==> config.mk <==
export PLATFORM = sky130hd
export DESIGN_NAME = fetch_pc_flat
export DESIGN_NICKNAME = d
export VERILOG_FILES = /design/src/rtl/fetch_pc_if.sv /design/src/rtl/fetch_pc.sv /design/src/flat_wrapper.sv
export SDC_FILE = /design/constraint.sdc
export NUM_CORES = 1
export LEC_CHECK = 0
export ABC_CLOCK_PERIOD_IN_PS = 3600
export CORE_MARGIN = 5
export CORE_UTILIZATION = 59
export CTS_CLUSTER_DIAMETER = 200
export DETAILED_ROUTE_END_ITERATION = 16
export DONT_BUFFER_PORTS = 1
export PLACE_DENSITY = 0.75
export SLEW_MARGIN = 10
export SYNTH_ARGS = -nofsm -noshare
export SYNTH_HDL_FRONTEND = slang
export SYNTH_SLANG_ARGS = --single-unit
==> constraint.sdc <==
create_clock -name clk -period 3.6 [get_ports clk]
set_input_delay 0.18 -clock clk [delete_from_list [all_inputs] [get_ports clk]]
set_output_delay 0.18 -clock clk [all_outputs]
set_load 0.005 [all_outputs]
==> src/rtl/fetch_pc_if.sv <==
// Request/response bundle between the fetch controller and the PC generator.
interface fetch_pc_if #(
    parameter int XLEN = 32
);
    logic            stall;
    logic            jmp;
    logic            rel;
    logic [XLEN-1:0] nxt;
    logic            trap;
    logic [XLEN-1:0] tvec;
    logic            call;
    logic            ret;
    logic [XLEN-1:0] cur;
    logic            misalign;
    logic [XLEN-1:0] badaddr;
    logic            ras_empty;

    modport master (
        output stall, jmp, rel, nxt, trap, tvec, call, ret,
        input  cur, misalign, badaddr, ras_empty
    );

    modport slave (
        input  stall, jmp, rel, nxt, trap, tvec, call, ret,
        output cur, misalign, badaddr, ras_empty
    );
endinterface

==> src/rtl/fetch_pc.sv <==
// Program-counter generator with trap/jump redirect and misaligned-target capture.
// Define FETCH_PC_RAS_EN to build in the circular return-address stack (call/ret).
module fetch_pc #(
    parameter int               XLEN      = 32,
    parameter logic [XLEN-1:0]  RESET_VEC = '0,
    parameter int               RAS_DEPTH = 4
) (
    input  logic      clk,
    input  logic      rst,
    fetch_pc_if.slave bus
);

    localparam logic [XLEN-1:0] STEP = XLEN'(4);

    logic [XLEN-1:0] cur_q, cur_d;
    logic [XLEN-1:0] badaddr_q, badaddr_d;
    logic            misalign_q, misalign_d;
    logic [XLEN-1:0] seq_pc;
    logic [XLEN-1:0] target;
    logic            redirect;

    assign seq_pc = cur_q + STEP;

`ifdef FETCH_PC_RAS_EN
    localparam int PTR_W = (RAS_DEPTH > 1) ? $clog2(RAS_DEPTH) : 1;
    localparam int CNT_W = $clog2(RAS_DEPTH + 1);
    localparam logic [PTR_W-1:0] PTR_ONE  = PTR_W'(1);
    localparam logic [CNT_W-1:0] CNT_ONE  = CNT_W'(1);
    localparam logic [CNT_W-1:0] CNT_FULL = CNT_W'(RAS_DEPTH);

    logic [XLEN-1:0]  ras_q [RAS_DEPTH];
    logic [XLEN-1:0]  ras_d [RAS_DEPTH];
    logic [PTR_W-1:0] top_q, top_d;
    logic [PTR_W-1:0] push_ptr;
    logic [CNT_W-1:0] cnt_q, cnt_d;
    logic             ras_empty_q, ras_empty_d;
    logic             push;
    logic             pop;

    // A call only counts when it rides on a jump; pops need a live entry.
    assign push     = bus.jmp && bus.call;
    assign pop      = bus.ret && (cnt_q != '0);
    assign push_ptr = top_q + PTR_ONE;
`else
    logic unused_ras;
    assign unused_ras = bus.call ^ bus.ret;
`endif

    always_comb begin
        cur_d      = seq_pc;
        misalign_d = 1'b0;
        badaddr_d  = badaddr_q;
        target     = '0;
        redirect   = 1'b0;
`ifdef FETCH_PC_RAS_EN
        ras_d      = ras_q;
        top_d      = top_q;
        cnt_d      = cnt_q;
`endif
        if (rst) begin
            cur_d     = RESET_VEC;
            badaddr_d = '0;
`ifdef FETCH_PC_RAS_EN
            top_d     = '0;
            cnt_d     = '0;
`endif
        end else if (bus.trap) begin
            cur_d = bus.tvec;
        end else if (bus.stall) begin
            cur_d = cur_q;
        end else begin
`ifdef FETCH_PC_RAS_EN
            // Call+ret swaps the top for the new return address instead of pop-then-push.
            if (pop) begin
                redirect = 1'b1;
                target   = ras_q[top_q];
                if (push) begin
                    ras_d[top_q] = seq_pc;
                end else begin
                    top_d = top_q - PTR_ONE;
                    cnt_d = cnt_q - CNT_ONE;
                end
            end else
`endif
            if (bus.jmp) begin
                redirect = 1'b1;
                target   = bus.rel ? (cur_q + bus.nxt) : bus.nxt;
`ifdef FETCH_PC_RAS_EN
                if (push) begin
                    top_d           = push_ptr;
                    ras_d[push_ptr] = seq_pc;
                    if (cnt_q != CNT_FULL) begin
                        cnt_d = cnt_q + CNT_ONE;
                    end
                end
`endif
            end

            // A misaligned target is never fetched; it diverts to the trap vector instead.
            if (redirect) begin
                if (target[1:0] != 2'b00) begin
                    cur_d      = bus.tvec;
                    badaddr_d  = target;
                    misalign_d = 1'b1;
                end else begin
                    cur_d = target;
                end
            end
        end
`ifdef FETCH_PC_RAS_EN
        ras_empty_d = (cnt_d == '0);
`endif
    end

    always_ff @(posedge clk) begin
        cur_q       <= cur_d;
        misalign_q  <= misalign_d;
        badaddr_q   <= badaddr_d;
`ifdef FETCH_PC_RAS_EN
        ras_q       <= ras_d;
        top_q       <= top_d;
        cnt_q       <= cnt_d;
        ras_empty_q <= ras_empty_d;
`endif
    end

    assign bus.cur      = cur_q;
    assign bus.misalign = misalign_q;
    assign bus.badaddr  = badaddr_q;
`ifdef FETCH_PC_RAS_EN
    assign bus.ras_empty = ras_empty_q;
`else
    assign bus.ras_empty = 1'b1;
`endif

endmodule
==> src/flat_wrapper.sv <==
// flat-port wrapper written by rule: the top's interface ports become plain ports
module fetch_pc_flat 
#(
    parameter int               XLEN      = 32,
    parameter logic [XLEN-1:0]  RESET_VEC = '0,
    parameter int               RAS_DEPTH = 4
)
  (clk, rst, bus_stall, bus_jmp, bus_rel, bus_nxt, bus_trap, bus_tvec, bus_call, bus_ret, bus_cur, bus_misalign, bus_badaddr, bus_ras_empty);
  fetch_pc_if #(.XLEN(XLEN)) bus_i ();
  input  logic clk;
  input  logic rst;
  input wire logic [$bits(bus_i.stall)-1:0] bus_stall;
  input wire logic [$bits(bus_i.jmp)-1:0] bus_jmp;
  input wire logic [$bits(bus_i.rel)-1:0] bus_rel;
  input wire logic [$bits(bus_i.nxt)-1:0] bus_nxt;
  input wire logic [$bits(bus_i.trap)-1:0] bus_trap;
  input wire logic [$bits(bus_i.tvec)-1:0] bus_tvec;
  input wire logic [$bits(bus_i.call)-1:0] bus_call;
  input wire logic [$bits(bus_i.ret)-1:0] bus_ret;
  output wire logic [$bits(bus_i.cur)-1:0] bus_cur;
  output wire logic [$bits(bus_i.misalign)-1:0] bus_misalign;
  output wire logic [$bits(bus_i.badaddr)-1:0] bus_badaddr;
  output wire logic [$bits(bus_i.ras_empty)-1:0] bus_ras_empty;
  assign bus_i.stall = bus_stall;
  assign bus_i.jmp = bus_jmp;
  assign bus_i.rel = bus_rel;
  assign bus_i.nxt = bus_nxt;
  assign bus_i.trap = bus_trap;
  assign bus_i.tvec = bus_tvec;
  assign bus_i.call = bus_call;
  assign bus_i.ret = bus_ret;
  assign bus_cur = bus_i.cur;
  assign bus_misalign = bus_i.misalign;
  assign bus_badaddr = bus_i.badaddr;
  assign bus_ras_empty = bus_i.ras_empty;
  fetch_pc #(.XLEN(XLEN), .RESET_VEC(RESET_VEC), .RAS_DEPTH(RAS_DEPTH)) u_core (.clk(clk), .rst(rst), .bus(bus_i));
endmodule
==> flow_summary.yaml <==
outcome:
  status: "finished clean"
worst_setup_path:
  worst_setup_path_end_kind: "flop"
  critPathRequiredTime_ns: 3.92
  critPathCapture: "u_core.bus.badaddr[31]$_SDFFE_PP0P_"
  worstReg2RegEnd: "u_core.bus.badaddr[31]$_SDFFE_PP0P_"
  path_max_fanout: 6
  critPathKind: "reg -> reg"
  worstReg2RegStart: "u_core.bus.cur[5]$_SDFFE_PP0P_"
  ff2ff_setup_slack_ns: 0.17
  worst_r2r_path_depth: 10
  startpoint_type: "flop"
  crit_start: "u_core.bus.cur[5]$_SDFFE_PP0P_"
  arrival_ns: 3.75
floorplan:
  pin_count: 138
  die_height_um: 109.5
  fp.dieW_um: 109.5
  start_util_pct: 60.04
  die_area_um2: 11990
  core_area_um2: 9729
  core.rowCount: 36
cts:
  ctsLongestPathBuffers: 2
  cts_tree: "built"
  htreeDepth: 3
  cts_buffers: 9
  cts.sinks: 65
  clk_latency_ns: 0.37
  cts_root_buf: "clkbuf_8"
  path_clk_slew_ns: 0.08
cells_and_area:
  nFillCells: 872
  fin_cells: 929
  drive_gt1_share_pct: 7.915
  seq_area_um2: 1306
  num-nets-final: 896
  multi_input_area_um2: 4315
  areaGrowthSynthToFinish_pct: 8.803
  antenna_cells: 0
route:
  drt_pass1_iterations: 5
  drt-total-wl_um: 20920
  viasPerCell: 6.949
  via_count: 6456
  wire_per_inst_um: 22.52
  drt_iter0_drc: 705
  route.detailed.drc: 0
  ant_nets: 0
flow_run:
  max_cap_violations: 0
logic_synthesis:
  syn_area_um2: 5842
  synthFlopType: "dfxtp_1"
  synth_warnings: 0
  syn_nets: 907
  yosysUniqueCellTypes: 72
  ys_ff_latch: 65
  synth_edf_count: 0
  synth.avg_cell_area_um2: 7.284
  synthArstFlopShare_pct: 0
  ys_seq_area_share_pct: 22.27
  syn_inst: 802
place:
  hpwl_um: 14470
  portBuffers: 0
  dp_cells: 896
  gp_congestion: 0.9638
global_routing:
  grt_max_degree: 60
  grt_pass1_vias: 6091
  grt_pass1_wl_um: 32000
  antenna_found_initial: 0
  grt_overflow: 0
  grt_usage_pct: 34.40
sta:
  setup_violations: 0
  rsz0062_at_grt: "false"
  timing.final.crit_share_pct: 95.22
  finalSetupTns_ns: 0
  fin_crit_ns: 3.428
  drv_slew: 0
  tightest_slew_ns: 1.146
  hold_viol_final: 0
  maxSlewHeadroom_pct: 23.17
  fin_skew_ns: 0.009834
  timing.fmax_mhz: 291.7
worst_hold_path:
  hold_path.class: "in -> reg"
power_and_ir_drop:
  power_density_nw_per_um2: 355.4
  vdd_drop_max_uv: 241.5
  power.total_mw: 2.259
  leakage_nw: 2.479
## where the power goes
group	switching (mW)	internal [mW]	total [mW]
combinational	0.412	0.299	0.710
clock	0.323	0.387	0.709
sequential	0.0758	0.764	0.840
## state kept, by name, indices dropped and copies added, names as in the netlist
| name | flops |
|---|---|
| u_core.bus.badaddr | 32 |
| u_core.bus.cur | 32 |
| u_core.bus.misalign | 1 |
## routing by layer
| layer | GRT usage [%] | routed length, um | vias up |
|---|---|---|---|
| li1 | - | - | 2961 |
| met1 | 41.44 | 8136 | 3016 |
| met2 | 55.14 | 9283 | 390 |
| met3 | 11.86 | 2492 | 89 |
| met4 | 15.67 | 1008 | 0 |
| met5 | 0 | 0 | - |
## placed cells by master (no fill, tap or decap), types with 12 or more instances in the layout
master         count
a21o_1            23
nor2b_1           15
a31oi_1           14
nand3_1           43
xnor2_1           27
ha_1              29
xor2_1            13
o21ai_0           35
a211oi_1          19
dlygate4sd3_1     15
nand4_1           12
a21oi_1           85
dfxtp_1           61
nor2_1            66
nor3_1            24
inv_1             24
and3_1            21
nand2_1           89
buf_4             12
## worst min-delay path by stage
| stage | start | to | depth (start not counted) |
|---|---|---|---|
| 2_1_floorplan | bus_tvec[7] | u_core.bus.cur[7]$_SDFFE_PP0P_ | 2 |
| 3_3_place_gp | rst | u_core.bus.badaddr[28]$_SDFFE_PP0P_ | 1 |
| 3_5_place_dp | rst | u_core.bus.badaddr[31]$_SDFFE_PP0P_ | 1 |
| 4_1_cts | rst | u_core.bus.cur[23]$_SDFFE_PP0P_ | 2 |
| 5_1_grt | bus_trap | u_core.bus.cur[8]$_SDFFE_PP0P_ | 2 |
| 6_report | bus_trap | u_core.bus.cur[8]$_SDFFE_PP0P_ | 2 |
## synth_stat cells (2+ instances only)
| cell type | n | area share (%) |
|---|---|---|
| nand4_1 | 12 | 1.3 |
| dfxtp_1 | 65 | 22 |
| a211o_1 | 6 | 0.90 |
| o311a_1 | 2 | 0.34 |
| o21a_1 | 4 | 0.51 |
| nor2b_1 | 15 | 1.6 |
| nand2_1 | 89 | 5.7 |
| a21o_1 | 23 | 3.0 |
| buf_1 | 7 | 0.45 |
| nor4_1 | 3 | 0.32 |
| or3_1 | 8 | 0.86 |
| clkbuf_1 | 38 | 2.4 |
| a211oi_1 | 19 | 2.4 |
| a22oi_1 | 5 | 0.64 |
| xnor2_1 | 27 | 4.0 |
| a21oi_1 | 85 | 7.3 |
| o31ai_1 | 5 | 0.64 |
| inv_1 | 24 | 1.5 |
| and4_1 | 3 | 0.45 |
| mux2i_1 | 10 | 1.7 |
| o21ai_1 | 2 | 0.17 |
| nand2b_1 | 5 | 0.54 |
| and2_1 | 3 | 0.32 |
| a311oi_1 | 5 | 0.75 |
| xor2_1 | 13 | 1.9 |
| o41ai_1 | 3 | 0.45 |
| o21bai_1 | 3 | 0.39 |
| o211ai_1 | 9 | 1.2 |
| ha_1 | 32 | 6.9 |
| o22ai_1 | 11 | 1.2 |
| a221oi_1 | 7 | 1.0 |
| mux2_2 | 9 | 1.7 |
| o221ai_1 | 8 | 1.2 |
| a31oi_1 | 15 | 1.6 |
| buf_2 | 3 | 0.26 |
| nand3_1 | 43 | 3.7 |
| and3_1 | 21 | 2.2 |
| nor3_1 | 25 | 2.1 |
| nor2_1 | 66 | 4.2 |
| a41oi_1 | 3 | 0.45 |
| o21ai_0 | 35 | 3.0 |
## critical path, stage by stage, from the launching register on
cell	delay (ns)
dfxtp_1	0.40
ha_1	0.39
nand2_1	0.09
o21bai_2	0.24
a311oi_4	0.39
o2111ai_2	0.21
a211o_1	0.35
a211o_1	0.31
a21o_1	0.18
a311oi_2	0.24
dlygate4sd3_1	0.57
## cell type report
| class | count | area share [%] |
|---|---|---|
| Inverter | 24 | 1.417 |
| Clock inverter | 6 | 1.299 |
| Sequential cell | 65 | 20.55 |
| Tap cell | 133 | 2.618 |
| Multi-Input combinational cell | 663 | 67.89 |
| Timing Repair Buffer | 28 | 4.213 |
| Clock buffer | 10 | 2.008 |
## cell families after synthesis
group                      after synthesis  synth area share [%]
and+or+nand+nor                        301                 24.57
AOI/OAI and AO/OA                      269                 31.55
buffers and inverters                   74                 4.905
DFF                                     65                 22.27
xor gates and xnor gates                40                 5.997
adders and majority gates               33                 7.196
muxes                                   19                 3.448
other                                    1               0.06419
## through the flow
stage,cell area (um^2),worst slack (ns),hold slack (ns),util (%)
2_1_floorplan,5842,0.6145,0.3248,-
3_3_place_gp,5916,0.3835,0.2535,60.80
3_5_place_dp,5916,0.2949,0.2560,60.80
4_1_cts,6294,0.08078,0.003758,64.69
5_1_grt,6356,0.01553,0.009743,65.33
6_report,6356,0.1721,0.008053,65.33
## repair_timing
item,CTS,global route
resized for setup,0,11
hold buffers,15,1
endpoints found under the setup margin,0,1
buffers inserted,0,1
hold endpoints to repair,59,1
Note: power is estimated with default switching activity, not from simulation.
